===== src/rtl/fp_div_arbiter.sv =====
// Round-robin front end that shares one fp_divider between N_REQ requesters,
// with a single operation in flight, result routing and a completion watchdog.
module fp_div_arbiter #(
  parameter int unsigned N_REQ   = 2,
  parameter int unsigned TIMEOUT = 64,
  parameter int unsigned CNT_W   = 16
) (
  input  logic                  clk,
  input  logic                  rst_n,
  input  logic [N_REQ-1:0]      req_valid,
  output logic [N_REQ-1:0]      req_ready,
  input  logic [32*N_REQ-1:0]   req_op_a,
  input  logic [32*N_REQ-1:0]   req_op_b,
  input  logic [N_REQ-1:0]      req_mode_fp,
  input  logic [N_REQ-1:0]      req_round,
  output logic [N_REQ-1:0]      rsp_valid,
  input  logic [N_REQ-1:0]      rsp_ready,
  output logic [31:0]           rsp_result,
  output logic [4:0]            rsp_flags,
  output logic [31:0]           dv_op_a,
  output logic [31:0]           dv_op_b,
  output logic                  dv_mode_fp,
  output logic                  dv_round,
  output logic                  dv_start,
  input  logic                  dv_ready_out,
  input  logic                  dv_valid_out,
  output logic                  dv_ready_in,
  input  logic [31:0]           dv_result,
  input  logic [4:0]            dv_flags,
  output logic                  err_timeout,
  output logic [CNT_W-1:0]      ops_done
);

  localparam int unsigned OW        = (N_REQ > 1) ? $clog2(N_REQ) : 1;
  localparam int unsigned WD_W      = $clog2(TIMEOUT);
  localparam int unsigned F_INVALID = 4;
  localparam logic [31:0] QNAN      = 32'h7FC0_0000;

  typedef enum logic [1:0] {S_IDLE, S_ISSUE, S_WAIT, S_RESP} state_t;

  state_t            state_q, state_d;
  logic [OW-1:0]     last_q, last_d;
  logic [OW-1:0]     owner_q, owner_d;
  logic [31:0]       op_a_q, op_a_d, op_b_q, op_b_d;
  logic              mode_q, mode_d, round_q, round_d;
  logic [31:0]       res_q, res_d;
  logic [4:0]        flags_q, flags_d;
  logic [WD_W-1:0]   wdog_q, wdog_d;
  logic [CNT_W-1:0]  ops_q, ops_d;

  logic [N_REQ-1:0]  grant_oh;
  logic [OW-1:0]     grant_idx;
  logic [OW-1:0]     cand;
  logic              found;

  // Scan starts one past the last winner so each requester gets a turn.
  always_comb begin
    grant_oh  = '0;
    grant_idx = '0;
    cand      = '0;
    found     = 1'b0;
    for (int unsigned k = 1; k <= N_REQ; k++) begin
      cand = OW'((32'(last_q) + k) % N_REQ);
      if (!found && req_valid[cand]) begin
        found           = 1'b1;
        grant_idx       = cand;
        grant_oh[cand]  = 1'b1;
      end
    end
  end

  always_comb begin
    state_d     = state_q;
    last_d      = last_q;
    owner_d     = owner_q;
    op_a_d      = op_a_q;
    op_b_d      = op_b_q;
    mode_d      = mode_q;
    round_d     = round_q;
    res_d       = res_q;
    flags_d     = flags_q;
    wdog_d      = wdog_q;
    ops_d       = ops_q;
    req_ready   = '0;
    rsp_valid   = '0;
    dv_start    = 1'b0;
    dv_ready_in = 1'b1;
    err_timeout = 1'b0;
    unique case (state_q)
      S_IDLE: begin
        if (found) begin
          req_ready = grant_oh;
          for (int unsigned i = 0; i < N_REQ; i++) begin
            if (grant_oh[i]) begin
              op_a_d  = req_op_a[32*i +: 32];
              op_b_d  = req_op_b[32*i +: 32];
              mode_d  = req_mode_fp[i];
              round_d = req_round[i];
            end
          end
          owner_d = grant_idx;
          last_d  = grant_idx;
          state_d = S_ISSUE;
        end
      end
      S_ISSUE: begin
        dv_start = dv_ready_out;
        if (dv_ready_out) begin
          wdog_d  = '0;
          state_d = S_WAIT;
        end
      end
      S_WAIT: begin
        // A real result in the expiry cycle takes precedence over the watchdog.
        if (dv_valid_out) begin
          res_d   = dv_result;
          flags_d = dv_flags;
          state_d = S_RESP;
        end else if (wdog_q == WD_W'(TIMEOUT - 1)) begin
          res_d              = QNAN;
          flags_d            = '0;
          flags_d[F_INVALID] = 1'b1;
          err_timeout        = 1'b1;
          state_d            = S_RESP;
        end else begin
          wdog_d = wdog_q + 1'b1;
        end
      end
      S_RESP: begin
        dv_ready_in        = 1'b0;
        rsp_valid[owner_q] = 1'b1;
        if (rsp_ready[owner_q]) begin
          ops_d   = ops_q + 1'b1;
          state_d = S_IDLE;
        end
      end
      default: state_d = S_IDLE;
    endcase
  end

  always_ff @(posedge clk) begin
    if (!rst_n) begin
      state_q <= S_IDLE;
      last_q  <= OW'(N_REQ - 1);
      owner_q <= '0;
      op_a_q  <= '0;
      op_b_q  <= '0;
      mode_q  <= 1'b0;
      round_q <= 1'b0;
      res_q   <= '0;
      flags_q <= '0;
      wdog_q  <= '0;
      ops_q   <= '0;
    end else begin
      state_q <= state_d;
      last_q  <= last_d;
      owner_q <= owner_d;
      op_a_q  <= op_a_d;
      op_b_q  <= op_b_d;
      mode_q  <= mode_d;
      round_q <= round_d;
      res_q   <= res_d;
      flags_q <= flags_d;
      wdog_q  <= wdog_d;
      ops_q   <= ops_d;
    end
  end

  assign dv_op_a    = op_a_q;
  assign dv_op_b    = op_b_q;
  assign dv_mode_fp = mode_q;
  assign dv_round   = round_q;
  assign rsp_result = res_q;
  assign rsp_flags  = flags_q;
  assign ops_done   = ops_q;

endmodule


===== config.mk =====
export PLATFORM = sky130hd
export DESIGN_NAME = fp_div_arbiter
export DESIGN_NICKNAME = d
export VERILOG_FILES = /design/src/rtl/fp_div_arbiter.sv
export SDC_FILE = /design/constraint.sdc
export NUM_CORES = 1
export LEC_CHECK = 0
export CORE_MARGIN = 8
export CORE_UTILIZATION = 40
export CTS_CLUSTER_SIZE = 12
export DETAILED_ROUTE_END_ITERATION = 8
export GPL_ROUTABILITY_DRIVEN = 0
export PLACE_DENSITY = 0.87
export SETUP_SLACK_MARGIN = 0.1
export SLEW_MARGIN = 20
export SYNTH_ARGS = -nofsm -noshare
export SYNTH_HDL_FRONTEND = slang
export SYNTH_SLANG_ARGS = --single-unit

===== constraint.sdc =====
create_clock -name clk -period 3.77 [get_ports clk]
set_input_delay 1.131 -clock clk [delete_from_list [all_inputs] [get_ports clk]]
set_output_delay 1.131 -clock clk [all_outputs]
set_load 0.1 [all_outputs]

**After elaboration in Yosys (flattened, before gate mapping)**

Index checks and enable logic that the tools add are counted.

- ROM bits: 0
- Register bits: 129
- Word-level logic and storage cells: 95
- Memory bits (writable): 0
- Output and inout bits: 126
- Latch bits: 0
- Memories: 0

- Reduce and logical (&&, ||, !) cells: 15
- Bitwise gates (word level): 1
- $lt $le $gt $ge: 6
- Shifts and indexed selects: 0
- Div/mod/pow operators: 0
- Add/sub/neg operators: 4
- Eq/ne operators: 10
- $mul: 0
- Multiplexer cells: 48

Operators with widths:

| cell | number |
|---|---|
| 32-bit two-way mux | 6 |
| 1-bit two-way mux | 22 |
| 2-bit two-way mux | 10 |
| 6-bit two-way mux | 3 |
| 16-bit by 1-bit adder with 16-bit output, second input constant | 1 |
| 6-bit case mux with 2 select lines | 1 |
| 5-bit two-way mux | 2 |
| 2-bit != test, second input constant | 5 |
| 2-bit case mux with 4 select lines | 1 |
| 4-bit AND reduction | 2 |
| 6-bit by 1-bit adder with 6-bit output, second input constant | 1 |
| 6-bit equality test, second input constant | 1 |
| 1-bit by 2-bit < comparator with 1-bit output, second input constant | 3 |
| 2-bit AND reduction | 3 |
| 2-bit nonzero test | 3 |
| 2-bit equality test, second input constant | 2 |
| 1-bit logical AND | 4 |
| 1-bit demux with 1-bit select | 3 |
| 1-bit greater-or-equal comparator, second input constant | 3 |
| 3-bit != test, second input constant | 1 |
| 3-bit AND reduction | 1 |
| 1-bit adder, second input constant | 2 |
| 2-bit by 1-bit equality test with 1-bit output, second input constant | 1 |
| 2-bit zero test | 1 |
| 2 further kinds | 2 |

**Depth between registers and ports, before layout**

- Word-level depth: 10
- Depth in mapped cells: 7

**Worst setup path after synthesis**

OpenSTA, ideal clock, no wires.

- Kind: input to output
- From: input dv_valid_out
- To: output err_timeout
- Buffers on the path: 0
- Cell stages on the path: 2
- Arrival: 3.378 ns
- Path slack: -0.739 ns
- Cells stage by stage: nand2b_1 nor3_1

- Word-level cells in the longest chain between the ends: 2

Ends and longest elaborated chain:

| what | line | text |
|---|---|---|
| start, declared | 26 | `input logic dv_valid_out,` |
| 1-bit two-way mux | 115 | `if (dv_valid_out) begin` |
| 1-bit two-way mux | 89 | `unique case (state_q)` |
| end, declared | 30 | `output logic err_timeout,` |

No other way between the ends.

**Worst setup path in the final report**

- From: input req_valid[1]
- To: output req_ready[1]

- Word-level cells in the longest chain between the ends: 8
- Elaborated cells on any way between the ends: 13
- Those cells by class: mux: 10; bitwise: 1; reduce/logical: 2

Ends and longest elaborated chain:

| what | line | text |
|---|---|---|
| start, declared | 10 | `input logic [N_REQ-1:0] req_valid,` |
| 1-bit two-way mux (not written as such) (2 in series) | 64 | `if (!found && req_valid[cand]) begin` |
| 1-bit two-way mux | 64 |  |
| 1-bit zero test | 64 |  |
| 1-bit logical AND | 64 |  |
| 2-bit two-way mux or 1-bit two-way mux (tied branches) | 64 |  |
| 2-bit two-way mux * | 91 | `if (found) begin` |
| 2-bit two-way mux * | 89 |  |
| end, declared | 11 | `output logic [N_REQ-1:0] req_ready,` |

Every way passes the cells marked *; elsewhere a longest branch is shown, timed or not. The select of a mux whose other input is x is not followed.

==> flow_metrics.env <==
export IMPL_status="complete, no violations"
export IMPL_areaGrowthSynthToFinish_pct=67.1
export IMPL_critPathMaxFanout=3
export IMPL_worst_pin_slew_ps=572
export IMPL_worst_clock_skew_ps=8.08
export IMPL_synth_area_top_cells="dfxtp_1 (48%), mux2i_1 (13%), a211oi_1 (9.3%), nor2_1 (5.6%), a22o_1 (4.4%)"
export IMPL_post_place_ws_ps=321
export IMPL_die_h_um=132
export IMPL_p_leak_nw=3.66
export IMPL_clk_insertion_delay_late_ps=410
export IMPL_avgSynthCellArea_sq_um=9.85
export IMPL_fin_ws_ps=314
export IMPL_viasPerCell=5.16
export IMPL_crit_type="primary input to output port"
export IMPL_synth_top_cell_area_share_pct=48.4
export IMPL_final_common_cell="clkdlybuf4s50_1"
export IMPL_routedWlPerCell_um=18.6
export IMPL_antenna_found_initial=0
export IMPL_synth_top_area_cell="dfxtp_1"
export IMPL_hold_class="flop to flop"
export IMPL_num_rows=42
export IMPL_seq_area_frac_synth_pct=48.4
export IMPL_cts_root_buf="clkbuf_16"
export IMPL_cp_end_kind="output port"
export IMPL_drv_cap=0
export IMPL_port_buffers=302
export IMPL_finalWirelength_um=19000
export IMPL_vdd_drop_max_mv=0.502
export IMPL_ys_ff_latch=129
export IMPL_cts_buffers=17
export IMPL_cts_resized=0
export IMPL_gr_total_overflow=0
export IMPL_setup_violations_final=0
export IMPL_grt_pass1_wl_um=29700
export IMPL_ys_types=40
export IMPL_worstPathRequired_ps=2640
export IMPL_fin_crit_sh_pct=91.7
export IMPL_p_clk_share_pct=22.8
export IMPL_drc=0
export IMPL_final_cell_mix="clkdlybuf4s50_1 (176), dfxtp_1 (129), buf_4 (127), nor2_1 (79), mux2i_1 (68)"
export IMPL_rsz0062_at_grt="no"
export IMPL_fp_dieW_um=132
export IMPL_cts_setup_buffers=0
export IMPL_track_usage_pct=21.5
export IMPL_pin_count=303
export IMPL_drv_slew=0
export IMPL_p_comb_share_pct=52.3
export IMPL_synthCells=542
export IMPL_syn_area_sq_um=5340
export IMPL_post_route_cells_drive_above_1_share_pct=22.6
export IMPL_pwr_density_cell_nw_per_um2=821
export IMPL_num_antenna_cells=0
export IMPL_p_seq_share_pct=25.0
export IMPL_ctsHoldBuffers=0
export IMPL_grt_max_degree=87
export IMPL_drt_iter0_markers=314
export IMPL_switching_power_w=0.00365
export IMPL_cts_sinks=129
export IMPL_final_util_pct=67.9
export IMPL_finalHoldViolations=0
export IMPL_arrival_ps=2320
export IMPL_ys_warn_count=0
export IMPL_clk_path_buf_depth=2
export IMPL_n_fill_cell=1050
export IMPL_clk_pin_slew_ps=60
export IMPL_fmax_ghz=0.289
export IMPL_fin_crit_ps=3460
export IMPL_dr_total_vias=5256
export IMPL_worst_setup_path_start_kind="primary input"
export IMPL_cts_tree="built"
export IMPL_coreArea_sq_um=13100
export IMPL_grt_pass1_vias=5356
export IMPL_htree_levels=4
export IMPL_nets=1014
export IMPL_max_slew_margin_pct=61.8
export IMPL_initial_core_util_pct=40.6
export IMPL_die_area_sq_um=17300
export IMPL_ant_nets=0
export IMPL_synth_nets=726
export IMPL_tns_ps=0
export IMPL_place_hpwl_um=14300
export IMPL_p_int_w=0.00367
export IMPL_drt_pass1_iter_count=4
export IMPL_swShare_pct=49.8
## power groups by stage
stage | logic [W] | clock network, W | registers [W]
floorplan | 0.000917 | 0 | 0.00378
global placement | 0.00381 | 0 | 0.00184
detailed placement | 0.00384 | 0 | 0.00185
CTS | 0.00385 | 0.00170 | 0.00183
global route | 0.00399 | 0.00176 | 0.00187
finish | 0.00382 | 0.00167 | 0.00183
## cell type report
type / instances / area (sq um) / area share, %
repair buffers: 312 / 2900 / 32.5
inverters: 9 / 37.5 / 0.421
flip-flops and latches: 129 / 2580 / 28.9
clock buffers: 18 / 439 / 4.92
clock inverters: 13 / 163 / 1.82
well taps: 176 / 220 / 2.47
multi-input cells: 361 / 2580 / 29.0
## final timing paths
kind	start	endpoint	slack (ps)	cells after the start
max	req_valid[1]	req_ready[1]	310	5
min	rsp_result[12]	rsp_result[12]	480	1
max reg2reg	state_q[0]	dv_op_b[30]	1730	6
min reg2reg	rsp_result[12]	rsp_result[12]	480	1
## registers in the layout, summed over array words and instances, names as in the netlist
signal / flops
dv_op_b: 32
last_q: 1
dv_round: 1
ops_done: 16
dv_mode_fp: 1
rsp_flags: 5
dv_op_a: 32
state_q: 2
rsp_result: 32
wdog_q: 6
owner_q: 1
## metal layers
layer	vias to the layer above	track usage [%]	share of wire [%]
met4	0	9.19	2.1
met2	208	36.8	50
met3	27	8.80	8.4
li1	2584	-	-
met1	2437	22.8	39
met5	-	0	0
## critical path, stage by stage
cell and delay, ps:
clkdlybuf4s50_1 530, a21boi_4 230, nand2_1 140, clkinvlp_4 110
buf_12 170
## logic make-up (layout without fill, tap and decap cells)
kind of cell,count (synthesis),after routing,synth area share [%]
AND/OR/NAND/NOR,138,138,11.8
AO/OA/AOI/OAI,137,137,19.7
flip-flops,129,129,48.4
multiplexers,70,70,13.2
buffers and inverters,52,352,3.87
XOR/XNOR,9,9,1.48
adder cells (fa/ha/maj),7,7,1.64
## cells in the mapped netlist
master / count
nand2b_1: 6
inv_2: 1
nand3_1: 10
clkbuf_1: 29
o311a_1: 1
a22o_1: 27
mux2i_1: 68
nor2b_1: 2
buf_1: 5
or3_1: 2
o211ai_1: 1
nor4b_1: 1
nand4_1: 3
and4_2: 1
mux2_2: 2
nor4_1: 2
o21ai_0: 8
and2_1: 3
a221oi_1: 2
a21oi_1: 12
o21bai_1: 1
or4_1: 5
a211oi_1: 66
nor3b_1: 1
nor3_1: 5
nand2_1: 14
xor2_1: 5
a31oi_1: 4
nand4_2: 1
nor2_1: 80
a21boi_1: 1
inv_1: 8
or3_2: 1
dfxtp_1: 129
buf_2: 9
o31ai_1: 4
and3_1: 1
ha_1: 7
xnor2_1: 4
o221a_2: 10
## through the flow
stage	hold slack [ps]	instance area, sq um	power [W]	std cells
6_report	478	8920	0.00732	1018
3_5_place_dp	460	8320	0.00569	987
5_1_grt	489	8920	0.00762	1018
3_3_place_gp	450	8320	0.00564	987
2_1_floorplan	431	5350	0.00470	542
4_1_cts	474	8920	0.00738	1018
(Power assumes the default switching activity.)
